`src/rtl/pipeline_hazard_ctrl.sv`:
```
// pipeline_hazard_ctrl
//   Hazard and sequencing controller for a 5-stage IF/ID/EX/MEM/WB pipeline.
//   Keeps shadow copies of the instructions in EX, MEM and WB and uses them
//   to produce EX operand forwarding selects, load-use stalls, branch/jump
//   flushes and a data-memory wait freeze guarded by a sticky timeout flag.
//
// Ports
//   clk                  clock, all state on rising edge
//   rst_n                synchronous reset, active low
//   id_rs, id_rt         source registers of the instruction in ID
//   id_use_rs, id_use_rt ID instruction actually reads rs / rt
//   id_dest              destination register (after regDest mux)
//   id_regWrite          ID instruction writes the register file
//   id_memtoReg          ID instruction is a load
//   id_memWrite          ID instruction is a store
//   id_jump              ID instruction is a jump
//   ex_br_taken          branch in EX resolved taken
//   dmem_ready           data memory completes its access this cycle
//   stall_f, stall_d     hold PC / IF/ID
//   flush_d, flush_e     clear IF/ID / load a bubble into ID/EX
//   freeze               hold the whole pipeline while memory is busy
//   fwd_a, fwd_b         EX operand select: 00 regfile, 10 EX/MEM, 01 MEM/WB
//   mem_timeout          sticky: memory stayed busy for MEM_TIMEOUT cycles
//
// State      | meaning
// RUN        | pipeline advancing normally
// MEM_WAIT   | access in MEM not yet acknowledged, pipeline frozen

module pipeline_hazard_ctrl #(
   parameter int RA_W        = 5,
   parameter int MEM_TIMEOUT = 255,
   parameter int CNT_W       = 8
) (
   input  logic            clk,
   input  logic            rst_n,
   input  logic [RA_W-1:0] id_rs,
   input  logic [RA_W-1:0] id_rt,
   input  logic            id_use_rs,
   input  logic            id_use_rt,
   input  logic [RA_W-1:0] id_dest,
   input  logic            id_regWrite,
   input  logic            id_memtoReg,
   input  logic            id_memWrite,
   input  logic            id_jump,
   input  logic            ex_br_taken,
   input  logic            dmem_ready,
   output logic            stall_f,
   output logic            stall_d,
   output logic            flush_d,
   output logic            flush_e,
   output logic            freeze,
   output logic [1:0]      fwd_a,
   output logic [1:0]      fwd_b,
   output logic            mem_timeout
);

   typedef struct packed {
      logic            valid;
      logic [RA_W-1:0] rs;
      logic [RA_W-1:0] rt;
      logic [RA_W-1:0] dest;
      logic            reg_write;
      logic            mem_to_reg;
      logic            mem_acc;
   } shadow_t;

   typedef enum logic {
      RUN      = 1'b0,
      MEM_WAIT = 1'b1
   } state_t;

   state_t             state, state_next;
   shadow_t            sh_e, sh_m, sh_w, id_entry;
   logic [CNT_W-1:0]   wait_cnt, wait_cnt_next;
   logic               timeout_q;
   logic               load_use;

   // MEM result wins over WB result; register 0 is never forwarded.
   function automatic logic [1:0] fwd_sel(input logic [RA_W-1:0] src,
                                          input shadow_t m,
                                          input shadow_t w);
      if (m.valid && m.reg_write && (m.dest != '0) && (m.dest == src))
         return 2'b10;
      else if (w.valid && w.reg_write && (w.dest != '0) && (w.dest == src))
         return 2'b01;
      else
         return 2'b00;
   endfunction

   always_comb begin
      id_entry.valid      = 1'b1;
      id_entry.rs         = id_rs;
      id_entry.rt         = id_rt;
      id_entry.dest       = id_dest;
      id_entry.reg_write  = id_regWrite;
      id_entry.mem_to_reg = id_memtoReg;
      id_entry.mem_acc    = id_memtoReg | id_memWrite;
   end

   always_comb begin
      state_next    = state;
      wait_cnt_next = '0;
      freeze        = 1'b0;
      stall_f       = 1'b0;
      stall_d       = 1'b0;
      flush_d       = 1'b0;
      flush_e       = 1'b0;

      load_use = sh_e.valid && sh_e.mem_to_reg && (sh_e.dest != '0) &&
                 ((id_use_rs && (id_rs == sh_e.dest)) ||
                  (id_use_rt && (id_rt == sh_e.dest)));

      case (state)
         RUN: begin
            if (sh_m.valid && sh_m.mem_acc && !dmem_ready) begin
               freeze        = 1'b1;
               state_next    = MEM_WAIT;
               wait_cnt_next = CNT_W'(1);
            end
         end
         MEM_WAIT: begin
            if (!dmem_ready) begin
               freeze = 1'b1;
               if (wait_cnt != '1)
                  wait_cnt_next = wait_cnt + CNT_W'(1);
               else
                  wait_cnt_next = wait_cnt;
            end else begin
               state_next = RUN;
            end
         end
         default: state_next = RUN;
      endcase

      // While frozen the hazard outputs stay low; whatever is pending is
      // re-evaluated once the memory access completes.
      if (!freeze) begin
         if (ex_br_taken) begin
            flush_d = 1'b1;
            flush_e = 1'b1;
         end else if (load_use) begin
            stall_f = 1'b1;
            stall_d = 1'b1;
            flush_e = 1'b1;
         end else if (id_jump) begin
            flush_d = 1'b1;
         end
      end

      fwd_a = fwd_sel(sh_e.rs, sh_m, sh_w);
      fwd_b = fwd_sel(sh_e.rt, sh_m, sh_w);
   end

   always_ff @(posedge clk) begin
      if (!rst_n) begin
         state     <= RUN;
         wait_cnt  <= '0;
         timeout_q <= 1'b0;
         sh_e      <= '0;
         sh_m      <= '0;
         sh_w      <= '0;
      end else begin
         state    <= state_next;
         wait_cnt <= wait_cnt_next;
         if (wait_cnt_next == CNT_W'(MEM_TIMEOUT))
            timeout_q <= 1'b1;
         if (!freeze) begin
            sh_w <= sh_m;
            sh_m <= sh_e;
            sh_e <= flush_e ? '0 : id_entry;
         end
      end
   end

   assign mem_timeout = timeout_q;

endmodule

```
`config.mk`:
```
export PLATFORM = sky130hd
export DESIGN_NAME = pipeline_hazard_ctrl
export DESIGN_NICKNAME = d
export VERILOG_FILES = /design/src/rtl/pipeline_hazard_ctrl.sv
export SDC_FILE = /design/constraint.sdc
export NUM_CORES = 1
export LEC_CHECK = 0
export BUFFER_PORTS_ARGS = -buffer_cell sky130_fd_sc_hd__buf_2
export CAP_MARGIN = 20
export CORE_MARGIN = 4
export CORE_UTILIZATION = 50
export DETAILED_ROUTE_END_ITERATION = 7
export GPL_TIMING_DRIVEN = 0
export PLACE_DENSITY = 0.72
export SYNTH_ARGS = -nofsm -noshare
export SYNTH_HDL_FRONTEND = slang
export SYNTH_SLANG_ARGS = --single-unit
```
`constraint.sdc`:
```
create_clock -name clk -period 2.4 [get_ports clk]
set_input_delay 0.48 -clock clk [delete_from_list [all_inputs] [get_ports clk]]
set_output_delay 0.48 -clock clk [all_outputs]
set_load 0.005 [all_outputs]
```
==> out/results.ini <==
[place]
gp_congestion = 0.838
post-place-ws_ps = -95.1
postPlaceCellArea_um2 = 2350
hpwl_um = 3600
place_inst = 322
io_buffers = 34

[finish]
design_area_um2 = 2550
area_growth_pct = 20.7
final-instance-count-excl-fill = 338
layout-drive-gt1-share = 0.319
fin_nets = 313
n_antenna_cell = 0

[cts]
clock_latency_ps = 290
clock_sinks = 44
cts_made_buffers = 5
clkTransAtPathRegs_ps = 80
cts_tree = yes
htree_levels = 2
postCtsHoldBufs = 0
clockBufferDepth = 2
cts-root-buf = clkbuf_8

[timing]
fin_ws_ps = -9.73
hold_viol = 0
min_period_ps = 2410
drv_slew = 0
rsz0062_at_grt = yes
skew_ps = 3.40
worst_pin_slew_ps = 667
fmax_mhz = 415
max_slew_margin = 0.555
min_period_over_period = 1.00
setup_violations = 1

[power_and_ir_drop]
p_total_mw = 1.37
leakagePower_nw = 1.05
powerDensity_nw_per_um2 = 536
ir_drop_mv = 0.447

[global_route]
antenna_found_initial = 0
grt_remaining_overflow = 0
grt_pass1_wl_um = 7930
grt_max_degree = 14
grtUsageTotal = 0.191
grt_pass1_vias = 1714

[synthesis]
syn_area_um2 = 2110
yosysTopAreaCell = dfxtp_1
synth-seq-area-share = 0.417
yosys.area.top_type_share = 0.417
netlist_top_cells_count = dfxtp_1, nand2_1, a21oi_1, a22o_2, xnor2_1
synth.area.top_cells = dfxtp_1, a22o_2, xnor2_1, nand2_1, xor2_1
avgSynthCellArea_um2 = 8.88
ys_ff_latch = 44
ys.flop_type = dfxtp_1
yosysUniqueCellTypes = 42
yosysWarnings = 0
synth_edf_count = 0
synth.most_common_cell = dfxtp_1
async_flop_share = 0
synth_nets = 264
synthCells = 238

[floorplan]
dieWidth_um = 73.0
initial_utilization = 0.521
ioPinCount = 35
coreArea_um2 = 4060
dieArea_um2 = 5330
rows = 23
dieHeight_um = 73.0

[critical_path]
critPathSlowestCell = or4_1
cp-start-kind = flip-flop
crit_path_max_incr_delay_ps = 510
critPathBufInv = 2
r2r_slack_ps = 160
cp.required_ps = 1920
crit_path_cell_trace = or4_1, o211ai_1, buf_4, nor4_2, nor4_1, buf_2
cpLargestDelayFamily = simple AND/OR/NAND/NOR gates
cp_data_arrival_time_ps = 1930
end_kind = primary output
worstSetupPathType = flip-flop to primary output
crit_path_max_fanout = 4

[route]
drc = 0
post_drt_wl_per_cell_um = 14.3
ant_nets = 0
wl_um = 4850
vias = 1865
dr.pass1.iters = 4
routed_via_density = 5.52
drtIter0Drc = 73

[min_path]
hold_class = primary input to flip-flop

[flow_run]
cap_violations = 0

[outcome]
status = finished with violations
violations = negative setup slack

report_power, final:
group / switching (mW) / leakage (nW) / internal, mW
Sequential: 0.0257 / 0.364 / 0.749
Combinational: 0.0542 / 0.636 / 0.0686
Clock: 0.241 / 0.0510 / 0.230
kinds of logic (layout without fill, tap and decap cells):
family	after synthesis	after routing	share of synthesized area
muxes	1	1	0.00474
adders and majority gates	1	1	0.00592
DFF	44	44	0.417
and+or+nand+nor	85	85	0.194
xor gates and xnor gates	32	32	0.133
buffers and inverters	15	65	0.0320
AOI/OAI and AO/OA	60	60	0.214
cell type report:
cell class                      count  area (um2)
Tap cell                           50        62.6
Multi-Input combinational cell    179        1180
Clock inverter                      2        10.0
Timing Repair Buffer               43         244
Fill cell                         356        1510
Clock buffer                        6        82.6
Buffer                              9        47.5
Inverter                            5        18.8
Sequential cell                    44         902
sequential cells by signal, indices dropped and copies added (netlist names):
register and flops:
wait_cnt 8, mem_timeout 1, sh_w 7, state 1, sh_e 19, sh_m 8
per-stage QoR:
step,setup TNS (ps),hold WS (ps),util
after floorplan,0,432,-
after global placement,-77.8,448,0.578
after detailed placement,-111,449,0.578
after CTS,-43.8,401,0.619
after global routing,-127,387,0.629
final,-9.73,404,0.629
worst paths after layout:
check                       start  depth (start not counted)                    end
max          sh_m[4]$_SDFFE_PN0N_                          6               fwd_a[0]
min                    id_dest[4]                          2   sh_e[7]$_SDFFE_PN0N_
max reg2reg  sh_e[3]$_SDFFE_PN0N_                          6  sh_e[17]$_SDFFE_PN0N_
min reg2reg  sh_w[2]$_SDFFE_PN0N_                          2   sh_w[2]$_SDFFE_PN0N_
metal layers:
| layer | vias to the layer above | global-route usage | part of all wire |
|---|---|---|---|
| met5 | - | 0 | 0 |
| met4 | 0 | 0.0676 | 0.019 |
| met3 | 8 | 0.0413 | 0.051 |
| met2 | 44 | 0.305 | 0.46 |
| met1 | 855 | 0.254 | 0.47 |
| li1 | 958 | - | - |
cell usage in the layout (no fill, tap or decap), types with 3 or more instances in the layout:
cell,Yosys,final
nand2_1,38,38
buf_2,0,33
dfxtp_1,44,33
a21oi_1,19,19
xnor2_1,17,17
a22o_2,17,17
xor2_1,15,15
nor2_1,11,11
buf_4,1,9
dfxtp_2,0,8
nand3_1,6,6
o21ai_0,6,6
clkbuf_8,0,6
nand4_1,5,5
clkbuf_1,8,5
or4_1,4,4
nor4_1,5,4
o211ai_1,3,3
inv_1,4,3
a31oi_1,3,3
nor2b_1,3,3
dfxtp_4,0,3
worst reg2reg max path: cells and delay by family (launching register included):
kind                   cells  cell delay [ps]
AO/OA/AOI/OAI              3             1080
buffers and inverters      2              390
flip-flops                 1              360
AND/OR/NAND/NOR            1              370
timing repair:
action / CTS / global route
pin swaps: 6 / 5
cloned: 0 / 0
gates resized for setup: 15 / 12
setup buffers: 5 / 4
setup endpoints to repair: 6 / 15
(Power assumes the default switching activity.)
